$ cat src/rtl/hawk_rd_pkg.sv
// Shared types and line/slot helpers for the HAWK metadata table-read engine.
// Consumers cast rsp_entry_o through AttEntry or ListEntry.
package hawk_rd_pkg;

   typedef enum logic {
      TBL_ATT = 1'b0,
      TBL_LST = 1'b1
   } tbl_sel_e;

   typedef enum logic [2:0] {
      ST_IDLE,
      ST_CHECK,
      ST_AR,
      ST_R,
      ST_RSP
   } rd_eng_state_e;

   localparam int unsigned LINE_BYTES_LOG2 = 6;

   typedef logic [63:0]  AttEntry;
   typedef logic [127:0] ListEntry;

   // Entries per line is a power of two, so line/slot reduce to shift and mask.
   function automatic logic [31:0] line_of(input logic [31:0] idx, input int unsigned epl);
      return idx >> $clog2(epl);
   endfunction

   function automatic logic [31:0] slot_of(input logic [31:0] idx, input int unsigned epl);
      return idx & (epl - 1);
   endfunction

endpackage

$ cat src/rtl/hawk_rr_arb.sv
// Round-robin arbiter: one-hot grant, priority starts just after the last winner.
module hawk_rr_arb #(
   parameter int unsigned NUM_REQ = 2,
   parameter int unsigned IDX_W   = $clog2(NUM_REQ)
) (
   input  logic               clk_i,
   input  logic               rst_ni,
   input  logic               en,
   input  logic [NUM_REQ-1:0] req,
   output logic [NUM_REQ-1:0] gnt,
   output logic [IDX_W-1:0]   gnt_idx,
   output logic               gnt_valid
);

   logic [IDX_W-1:0] ptr;

   always_comb begin
      logic [IDX_W-1:0] cand;
      // NOTE: every output gets a default before the search so no path holds an old value (no latch).
      gnt       = '0;
      gnt_idx   = '0;
      gnt_valid = 1'b0;
      cand      = '0;
      for (int unsigned i = 0; i < NUM_REQ; i++) begin
         cand = IDX_W'((32'(ptr) + i) % NUM_REQ);
         if (en && req[cand] && !gnt_valid) begin
            gnt_valid = 1'b1;
            gnt[cand] = 1'b1;
            gnt_idx   = cand;
         end
      end
   end

   // NOTE: registered state uses non-blocking assignments so all flops update together at the edge.
   always_ff @(posedge clk_i or negedge rst_ni) begin
      if (!rst_ni) begin
         ptr <= '0;
      end else if (gnt_valid) begin
         ptr <= IDX_W'((32'(gnt_idx) + 1) % NUM_REQ);
      end
   end

endmodule

$ cat src/rtl/hawk_tbl_rd_eng.sv
// Arbitrated ATT/list entry reader: ID -> cache-line AXI read -> extracted entry,
// with a one-line reuse buffer per table.
module hawk_tbl_rd_eng
   import hawk_rd_pkg::*;
#(
   parameter int unsigned NUM_REQ     = 2,
   parameter int unsigned AXI_ADDR_W  = 64,
   parameter int unsigned AXI_DATA_W  = 512,
   parameter int unsigned ID_W        = 20,
   parameter int unsigned ATT_ENTRY_W = 64,
   parameter int unsigned LST_ENTRY_W = 128,
   parameter logic [AXI_ADDR_W-1:0] ATT_BASE = '0,
   parameter logic [AXI_ADDR_W-1:0] LST_BASE = '0,
   parameter int unsigned ATT_MAX     = 4096,
   parameter int unsigned LST_MAX     = 4096
) (
   input  logic                       clk_i,
   input  logic                       rst_ni,
   input  logic [NUM_REQ-1:0]         req_valid_i,
   output logic [NUM_REQ-1:0]         req_ready_o,
   input  logic [NUM_REQ-1:0]         req_tbl_i,
   input  logic [NUM_REQ*ID_W-1:0]    req_id_i,
   output logic                       rsp_valid_o,
   input  logic                       rsp_ready_i,
   output logic [$clog2(NUM_REQ)-1:0] rsp_req_o,
   output logic [LST_ENTRY_W-1:0]     rsp_entry_o,
   output logic                       rsp_err_o,
   input  logic                       inval_i,
   output logic [AXI_ADDR_W-1:0]      araddr_o,
   output logic                       arvalid_o,
   input  logic                       arready_i,
   output logic [7:0]                 arlen_o,
   output logic [2:0]                 arsize_o,
   input  logic [AXI_DATA_W-1:0]      rdata_i,
   input  logic [1:0]                 rresp_i,
   input  logic                       rlast_i,
   input  logic                       rvalid_i,
   output logic                       rready_o
);

   localparam int unsigned EPL_ATT = AXI_DATA_W / ATT_ENTRY_W;
   localparam int unsigned EPL_LST = AXI_DATA_W / LST_ENTRY_W;
   localparam int unsigned REQ_W   = $clog2(NUM_REQ);

   rd_eng_state_e          state;
   logic [REQ_W-1:0]       cur_req;
   tbl_sel_e               cur_tbl;
   logic [ID_W-1:0]        cur_id;
   logic                   inval_seen;
   logic [1:0]             buf_valid;
   logic [ID_W-1:0]        buf_tag  [2];
   logic [AXI_DATA_W-1:0]  buf_data [2];

   logic [REQ_W-1:0]       gnt_idx;
   logic                   gnt_valid;
   logic [ID_W-1:0]        idx, line, slot;
   logic [AXI_ADDR_W-1:0]  line_addr;
   logic                   id_bad, hit, load_en;
   logic [AXI_DATA_W-1:0]  src_line;
   logic [LST_ENTRY_W-1:0] entry;
   logic                   unused_rlast;

   assign arlen_o      = 8'd0;
   assign arsize_o     = 3'd6;
   assign unused_rlast = rlast_i;

   hawk_rr_arb #(.NUM_REQ(NUM_REQ), .IDX_W(REQ_W)) u_arb (
      .clk_i     (clk_i),
      .rst_ni    (rst_ni),
      .en        (state == ST_IDLE),
      .req       (req_valid_i),
      .gnt       (req_ready_o),
      .gnt_idx   (gnt_idx),
      .gnt_valid (gnt_valid)
   );

   always_comb begin
      idx = cur_id - ID_W'(1);
      if (cur_tbl == TBL_LST) begin
         line      = ID_W'(line_of(32'(idx), EPL_LST));
         slot      = ID_W'(slot_of(32'(idx), EPL_LST));
         line_addr = LST_BASE + (AXI_ADDR_W'(line) << LINE_BYTES_LOG2);
         id_bad    = (cur_id == '0) || (32'(cur_id) > LST_MAX);
      end else begin
         line      = ID_W'(line_of(32'(idx), EPL_ATT));
         slot      = ID_W'(slot_of(32'(idx), EPL_ATT));
         line_addr = ATT_BASE + (AXI_ADDR_W'(line) << LINE_BYTES_LOG2);
         id_bad    = (cur_id == '0) || (32'(cur_id) > ATT_MAX);
      end
      hit = buf_valid[cur_tbl] && (buf_tag[cur_tbl] == line) && !inval_i;
   end

   // The R beat supplies the line on a miss; the reuse buffer supplies it on a hit.
   always_comb begin
      src_line = (state == ST_R) ? rdata_i : buf_data[cur_tbl];
      if (cur_tbl == TBL_LST)
         entry = LST_ENTRY_W'(src_line >> (32'(slot) * LST_ENTRY_W));
      else
         entry = LST_ENTRY_W'(ATT_ENTRY_W'(src_line >> (32'(slot) * ATT_ENTRY_W)));
   end

   assign load_en = (state == ST_R) && rvalid_i && (rresp_i == 2'b00) && !inval_seen && !inval_i;

   always_ff @(posedge clk_i or negedge rst_ni) begin
      if (!rst_ni) begin
         state       <= ST_IDLE;
         cur_req     <= '0;
         cur_tbl     <= TBL_ATT;
         cur_id      <= '0;
         inval_seen  <= 1'b0;
         buf_valid   <= '0;
         araddr_o    <= '0;
         arvalid_o   <= 1'b0;
         rready_o    <= 1'b0;
         rsp_valid_o <= 1'b0;
         rsp_req_o   <= '0;
         rsp_entry_o <= '0;
         rsp_err_o   <= 1'b0;
      end else begin
         if (inval_i)      buf_valid          <= '0;
         else if (load_en) buf_valid[cur_tbl] <= 1'b1;
         if (inval_i)      inval_seen         <= 1'b1;

         case (state)
            ST_IDLE: if (gnt_valid) begin
               cur_req   <= gnt_idx;
               rsp_req_o <= gnt_idx;
               cur_tbl   <= tbl_sel_e'(req_tbl_i[gnt_idx]);
               cur_id    <= ID_W'(req_id_i >> (32'(gnt_idx) * ID_W));
               state     <= ST_CHECK;
            end
            ST_CHECK: begin
               inval_seen <= 1'b0;
               if (id_bad || hit) begin
                  rsp_err_o   <= id_bad;
                  rsp_entry_o <= id_bad ? '0 : entry;
                  rsp_valid_o <= 1'b1;
                  state       <= ST_RSP;
               end else begin
                  araddr_o  <= line_addr;
                  arvalid_o <= 1'b1;
                  state     <= ST_AR;
               end
            end
            ST_AR: if (arready_i) begin
               arvalid_o <= 1'b0;
               rready_o  <= 1'b1;
               state     <= ST_R;
            end
            ST_R: if (rvalid_i) begin
               rready_o    <= 1'b0;
               rsp_err_o   <= (rresp_i != 2'b00);
               rsp_entry_o <= (rresp_i != 2'b00) ? '0 : entry;
               rsp_valid_o <= 1'b1;
               state       <= ST_RSP;
            end
            ST_RSP: if (rsp_ready_i) begin
               rsp_valid_o <= 1'b0;
               state       <= ST_IDLE;
            end
            default: state <= ST_IDLE;
         endcase
      end
   end

   // NOTE: line data and tags are left unreset; buf_valid alone decides whether they are meaningful.
   always_ff @(posedge clk_i) begin
      if (load_en) begin
         buf_data[cur_tbl] <= rdata_i;
         buf_tag[cur_tbl]  <= line;
      end
   end

endmodule

$ cat config.mk
export PLATFORM = sky130hd
export DESIGN_NAME = hawk_tbl_rd_eng
export DESIGN_NICKNAME = d
export VERILOG_FILES = /design/src/rtl/hawk_rd_pkg.sv /design/src/rtl/hawk_rr_arb.sv /design/src/rtl/hawk_tbl_rd_eng.sv
export SDC_FILE = /design/constraint.sdc
export NUM_CORES = 2
export LEC_CHECK = 0
export ABC_AREA = 1
export ABC_CLOCK_PERIOD_IN_PS = 31100
export CORE_ASPECT_RATIO = 0.9
export CORE_MARGIN = 2
export CORE_UTILIZATION = 25
export CTS_BUF_LIST = sky130_fd_sc_hd__clkbuf_8
export DETAILED_ROUTE_END_ITERATION = 12
export GPL_TIMING_DRIVEN = 0
export PLACE_DENSITY_LB_ADDON = 0.15
export REMOVE_ABC_BUFFERS = 1
export SYNTH_ARGS = -nofsm -noshare
export SYNTH_HDL_FRONTEND = slang
export SYNTH_HIERARCHICAL = 1
export SYNTH_SLANG_ARGS = --single-unit
$ cat constraint.sdc
create_clock -name clk_i -period 31.1 [get_ports clk_i]
set_input_delay 6.22 -clock clk_i [delete_from_list [all_inputs] [get_ports clk_i]]
set_output_delay 6.22 -clock clk_i [all_outputs]
set_load 0.1 [all_outputs]
---- Word level (Yosys, flattened, before mapping) ----
Memory sizes are Yosys's and may differ from the RTL's.
Cells that the tools add are included.
storage, ports and cells
  memories ................................ 2
  logic and storage cells ................. 133
  memory bits (writable) .................. 1,060
  ROM bits ................................ 0
  flip-flop bits (word level) ............. 225
  latch bits .............................. 0
cells by class
  equality and inequality tests ........... 11
  multipliers ............................. 1
  muxes and demuxes ....................... 55
  order comparisons ....................... 8
  add/subtract/negate cells ............... 3
  div/mod/pow operators ................... 0
  shift operators ......................... 3
  reduce and logical (&&, ||, !) cells .... 34
  bitwise operators ....................... 3
memories
  name      depth  bits a word  read ports  clocked after memory_dff  wr ports  line                   source
  buf_data  2      512          1           0                         1         hawk_tbl_rd_eng.sv:52  logic [AXI_DATA_W-1:0] buf_data [2];
  buf_tag   2      18           1           0                         1         hawk_tbl_rd_eng.sv:51  logic [ID_W-1:0] buf_tag [2];
operators with widths
  cell                                                        number
  2-to-1 mux 128 bit                                          5
  2-to-1 mux 512 bit                                          1
  >> shifter 512 x 10 -> 128 bit                              1
  >> shifter 512 x 9 -> 64 bit                                1
  case mux 128 bit (2 select lines)                           1
  >> shifter 40 x 6 -> 20 bit                                 1
  2-to-1 mux 1 bit                                            28
  2-to-1 mux 24 bit                                           1
  equality test 20 x 18 -> 1 bit                              1
  > comparator 20 x 13 -> 1 bit, second input constant        1
  logical NOT 20 bit                                          1
  subtractor 20 x 1 -> 20 bit, second input constant          1
  2-to-1 mux 18 bit                                           1
  2-to-1 mux 3 bit                                            6
  case mux 3 bit (5 select lines)                             1
  logical AND 1 bit                                           12
  != test 2 bit, second input constant                        6
  nonzero test 2 bit                                          6
  AND reduction 3 bit                                         3
  less-than comparator 1 x 2 -> 1 bit, second input constant  4
  2-to-1 mux 2 bit                                            4
  AND reduction 4 bit                                         2
  equality test 3 x 2 -> 1 bit, second input constant         2
  case mux 1 bit (2 select lines)                             3
  other kinds (15)                                            25

---- Depth between registers and ports, before layout ----
  depth in word-level cells ............... 9
  gate-level depth with buffers ........... 26
  gate-level depth less buffers ........... 20

---- Cells and area by module ----
The synthesis kept the hierarchy.
modules (own cells, without submodules)
  module           area an instance (µm²)  times used  cells an instance
  hawk_tbl_rd_eng  59,117.9                1           6,091
  hawk_rr_arb      80.1                    1           14

---- Worst setup path before layout ----
Ideal clock, no wire load.
  path kind ............................... input to register
  from .................................... in rresp_i[1]
  to ...................................... mem buf_data[0][0], enable pin
  arrival ................................. 28,465 ps
  library setup time ...................... 1,439 ps
  stages .................................. 3
  path slack .............................. 1,196 ps
  required time ........................... 29,661 ps
  cell sequence ........................... nor2_1 nand4_1 nor2_1
on the way
  longest elaborated chain between the ends .. 6
ends and longest elaborated chain
  element                                 line                    source
  from (decl)                             hawk_tbl_rd_eng.sv:35   input logic [1:0] rresp_i,
  logical NOT 2 bit                       hawk_tbl_rd_eng.sv:102  assign load_en = (state == ST_R) && rvalid_i && (rresp_i == 2'b00) && !inval_seen && !inval_i;
  logical AND 1 bit (3 in a row)          hawk_tbl_rd_eng.sv:102
  2-to-1 mux 1 bit                        hawk_tbl_rd_eng.sv:168  if (load_en) begin
  2-to-1 mux 1 bit (not written as such)  hawk_tbl_rd_eng.sv:169  buf_data[cur_tbl] <= rdata_i;
  to (decl)                               hawk_tbl_rd_eng.sv:52
No other way between the ends.

---- Worst setup path after layout ----
  from .................................... in req_valid_i[1]
  to ...................................... out req_ready_o[1]
on the way
  longest elaborated chain between the ends .. 7
  elaborated cells on any way between the ends .. 12
ends and longest elaborated chain
  element                                              line                   source
  from (decl)                                          hawk_tbl_rd_eng.sv:19  input logic [NUM_REQ-1:0] req_valid_i,
  2-to-1 mux 1 bit (not written as such) (2 in a row)  hawk_rr_arb.sv:26      if (en && req[cand] && !gnt_valid) begin
  logical AND 1 bit                                    hawk_rr_arb.sv:26
  2-to-1 mux 1 bit                                     hawk_rr_arb.sv:26
  logical NOT 1 bit                                    hawk_rr_arb.sv:26
  logical AND 1 bit                                    hawk_rr_arb.sv:26
  2-to-1 mux 2 bit *                                   hawk_rr_arb.sv:26
  to (decl)                                            hawk_tbl_rd_eng.sv:20  output logic [NUM_REQ-1:0] req_ready_o,
Every way passes the cells marked *; elsewhere a longest branch is shown, timed or not. The select of a mux whose other input is x is not followed.

==> out/qor.yml <==
place:
  dpl_worst_slack_ps: 16700
  placed_cell_area_mm2: 0.07065
  io_buffers: 716
  gp_congestion: 0.7736
  hpwlAfterDp_um: 138500
final_layout:
  nNetsFinal: 7257
  area_growth_pct: 27.45
  nFillCells: 24350
  fin_area_mm2: 0.07545
  drive_gt1_share_pct: 6.955
clocking:
  cts_root_buffer: "clkbuf_8"
  ctsHoldBuffers: 0
  numCtsBuffers: 237
  clkLatencyLatePin_ps: 990
  clock-sinks: 1239
  clock_tree.buffer_depth: 4
  cts_max_level: 4
  cts_tree: "built"
  cts_resized: 0
  post_cts_buffers: 0
  path_clk_slew_ps: 60
power:
  p_switching_w: 0.002979
  vdd_ir_drop_max_v: 0.00008971
  p_clk_share_pct: 24.4
  pwr-share-comb_pct: 46.3
  p_seq_share_pct: 29.3
  leakage_nw: 27.32
  switching_share_pct: 44.80
  power.total_w: 0.006650
  p_per_area_mw_per_mm2: 88.14
  p_int_w: 0.003671
yosys:
  ys_seq_area_share_pct: 61.34
  synth_edf_count: 1060
  ys_warn_count: 6
  syn_area_per_cell_um2: 9.697
  syn_area_mm2: 0.05920
  synth_cell_type_count: 38
  synth_top_area_share_pct: 53.77
  ys_seq_elements: 1239
  ys_async_sr_fraction_pct: 14.45
  yosysTopAreaCell: "edfxtp_1"
  synth_flop_cell: "edfxtp_1"
  syn_inst: 6105
  ys_top_cells_by_area: "edfxtp_1, dfrtp_1, nand2_1"
timing:
  fmax_mhz: 69.46
  rsz0062_at_grt: "false"
  min_period_ps: 14400
  setup_viol: 0
  finalSetupTns_ps: 0
  skew_ps: 72.92
  relSlewSlack_pct: 10.85
  timing.final.ws_setup_ps: 16700
  finalHoldViolCount: 0
  worst_slew_pin_slew_ps: 1333
  worst_hold_slack_ps: 481.9
  slew_viol_final: 0
  fin_crit_sh_pct: 46.29
routing:
  drt_iter0_markers: 3384
  drt-total-wl_um: 223600
  drc: 0
  vias: 48160
  viasPerCell: 4.782
  drtAntennaViolNets: 0
  wire_per_inst_um: 22.20
  first_pass_iters: 6
critical_path:
  crit_fanout: 4
  arrival_ps: 8180
  cp.required_ps: 24880
  setup.worst_path.end_class: "primary output"
  cp-start-kind: "primary input"
  path_class: "in -> out"
global_route:
  grt_pass1_vias: 46490
  grt_overflow: 0
  antenna_found_initial: 95
  grt_usage_pct: 17.99
  grt_pass1_wl_um: 325700
  grt_max_degree: 134
die:
  die_h_um: 465.6
  core_mm2: 0.2356
  die_area_mm2: 0.2407
  io_pins: 775
  start_util_pct: 25.13
  num_rows: 169
  die_w_um: 516.9
worst_hold_path:
  hp-class: "reg -> reg"
flow_run:
  drv_cap: 0
run_status:
  status: "completed"
[metrics by stage]
step                      instances  util (%)
after global placement         9511     28.89
after detailed placement       9613     29.99
after floorplan                5632         -
final                         10070     32.03
after CTS                     10050     32.00
after global routing          10070     32.02
[cell usage after synthesis (6+ instances only)]
cell type  instances
o21ai_0          611
o21ai_1           12
o221ai_1          13
a21oi_1          157
nand4_1            6
o21a_1            18
buf_6             11
nor3_1            90
buf_1             39
o311ai_0         105
dfrtp_1          179
nand3b_1           8
nand2_1         1172
mux2i_1            8
nor2_1          1101
inv_1            160
clkbuf_1         284
o31ai_1           21
buf_4             65
edfxtp_1        1060
o211ai_1         238
buf_2            128
a31oi_1          128
a211oi_1         120
nand3_1          317
or2_2             25
[registers in the layout, indices dropped and copies added, names as in the netlist, 2 cells and up, named ones only]
signal / flops
rsp_entry_o: 128
cur_id: 20
buf_tag: 36
buf_valid: 2
state: 3
araddr_o: 18
buf_data: 1024
[path summary, 6_finish.rpt]
check / startpoint / end / slack [ps] / depth (start not counted)
worst min register to register: araddr_o[18]$_DFFE_PN0P_ / araddr_o[18]$_DFFE_PN0P_ / 480 / 2
max in group asynchronous: rst_ni / rsp_entry_o[45]$_DFFE_PN0P_ / 24900 / 2
worst max register to register: cur_tbl$_DFFE_PN0P_ / rsp_entry_o[44]$_DFFE_PN0P_ / 25000 / 21
worst min-delay path: araddr_o[18]$_DFFE_PN0P_ / araddr_o[18]$_DFFE_PN0P_ / 480 / 2
min in group asynchronous: rst_ni / rsp_entry_o[104]$_DFFE_PN0P_ / 5190 / 1
worst max-delay path: req_valid_i[1] / req_ready_o[1] / 16700 / 4
[power by group through the flow]
stage                     clock [W]  combinational (W)  sequential, W
after floorplan                   0            0.00176        0.00234
after global placement            0            0.00325        0.00220
after detailed placement          0            0.00311        0.00198
after CTS                   0.00170            0.00312        0.00195
after global routing        0.00176            0.00339        0.00196
final                       0.00163            0.00308        0.00195
[cells by family (layout without fill, tap and decap cells)]
kind of cell / count (synthesis) / after routing / synth area share (%)
flip-flops: 1239 / 1239 / 61.34
AND/OR/NAND/NOR: 2732 / 2732 / 18.44
AO/OA/AOI/OAI: 1428 / 1428 / 14.79
multiplexers: 8 / 8 / 0.1353
buffers and inverters: 694 / 1421 / 5.250
other: 2 / 79 / 0.01269
adder cells (fa/ha/maj): 2 / 2 / 0.04226
[per-layer routing]
layer | GRT usage (%) | wire, um
met3 | 4.286 | 13900
met1 | 24.27 | 100700
met4 | 5.234 | 5523
met5 | 0 | 600
met2 | 28.56 | 102900
[placed cells by master (no fill, tap or decap), types with 7 or more instances in the layout]
| cell | instances |
|---|---|
| clkinv_1 | 15 |
| a21oi_1 | 156 |
| o21ai_1 | 12 |
| edfxtp_1 | 1060 |
| nand3_1 | 317 |
| o31ai_1 | 21 |
| conb_1 | 57 |
| clkbuf_8 | 285 |
| o311ai_0 | 105 |
| clkinv_2 | 22 |
| o211ai_1 | 238 |
| clkdlybuf4s50_1 | 715 |
| a211oi_1 | 120 |
| nand3b_1 | 8 |
| o221ai_1 | 13 |
| o21ai_0 | 611 |
| inv_1 | 259 |
| nor2_1 | 1099 |
| dfrtp_1 | 177 |
| mux2i_1 | 8 |
| buf_16 | 57 |
| nand2_1 | 1167 |
| nor3_1 | 90 |
| o21a_1 | 18 |
| a31oi_1 | 128 |
| inv_8 | 7 |
| buf_12 | 44 |
| or2_2 | 25 |
| diode_2 | 22 |
[area by class of cell]
cell class	count	area, um2	area share [%]
sequential	1239	36320	48.14
multi-input combinational	4227	20080	26.62
timing repair buffer	819	9642	12.78
tap	3163	3958	5.246
clock buffer	285	3923	5.199
clock inverter	151	809.5	1.073
inverter	166	661.9	0.8773
antenna	22	55.05	0.07297
[critical path, stage by stage]
cell,delay (ps)
clkdlybuf4s50_1,500
nand2_2,90
a21oi_1,170
clkdlybuf4s50_1,1200
No activity file was read; power rests on OpenSTA's default activity.
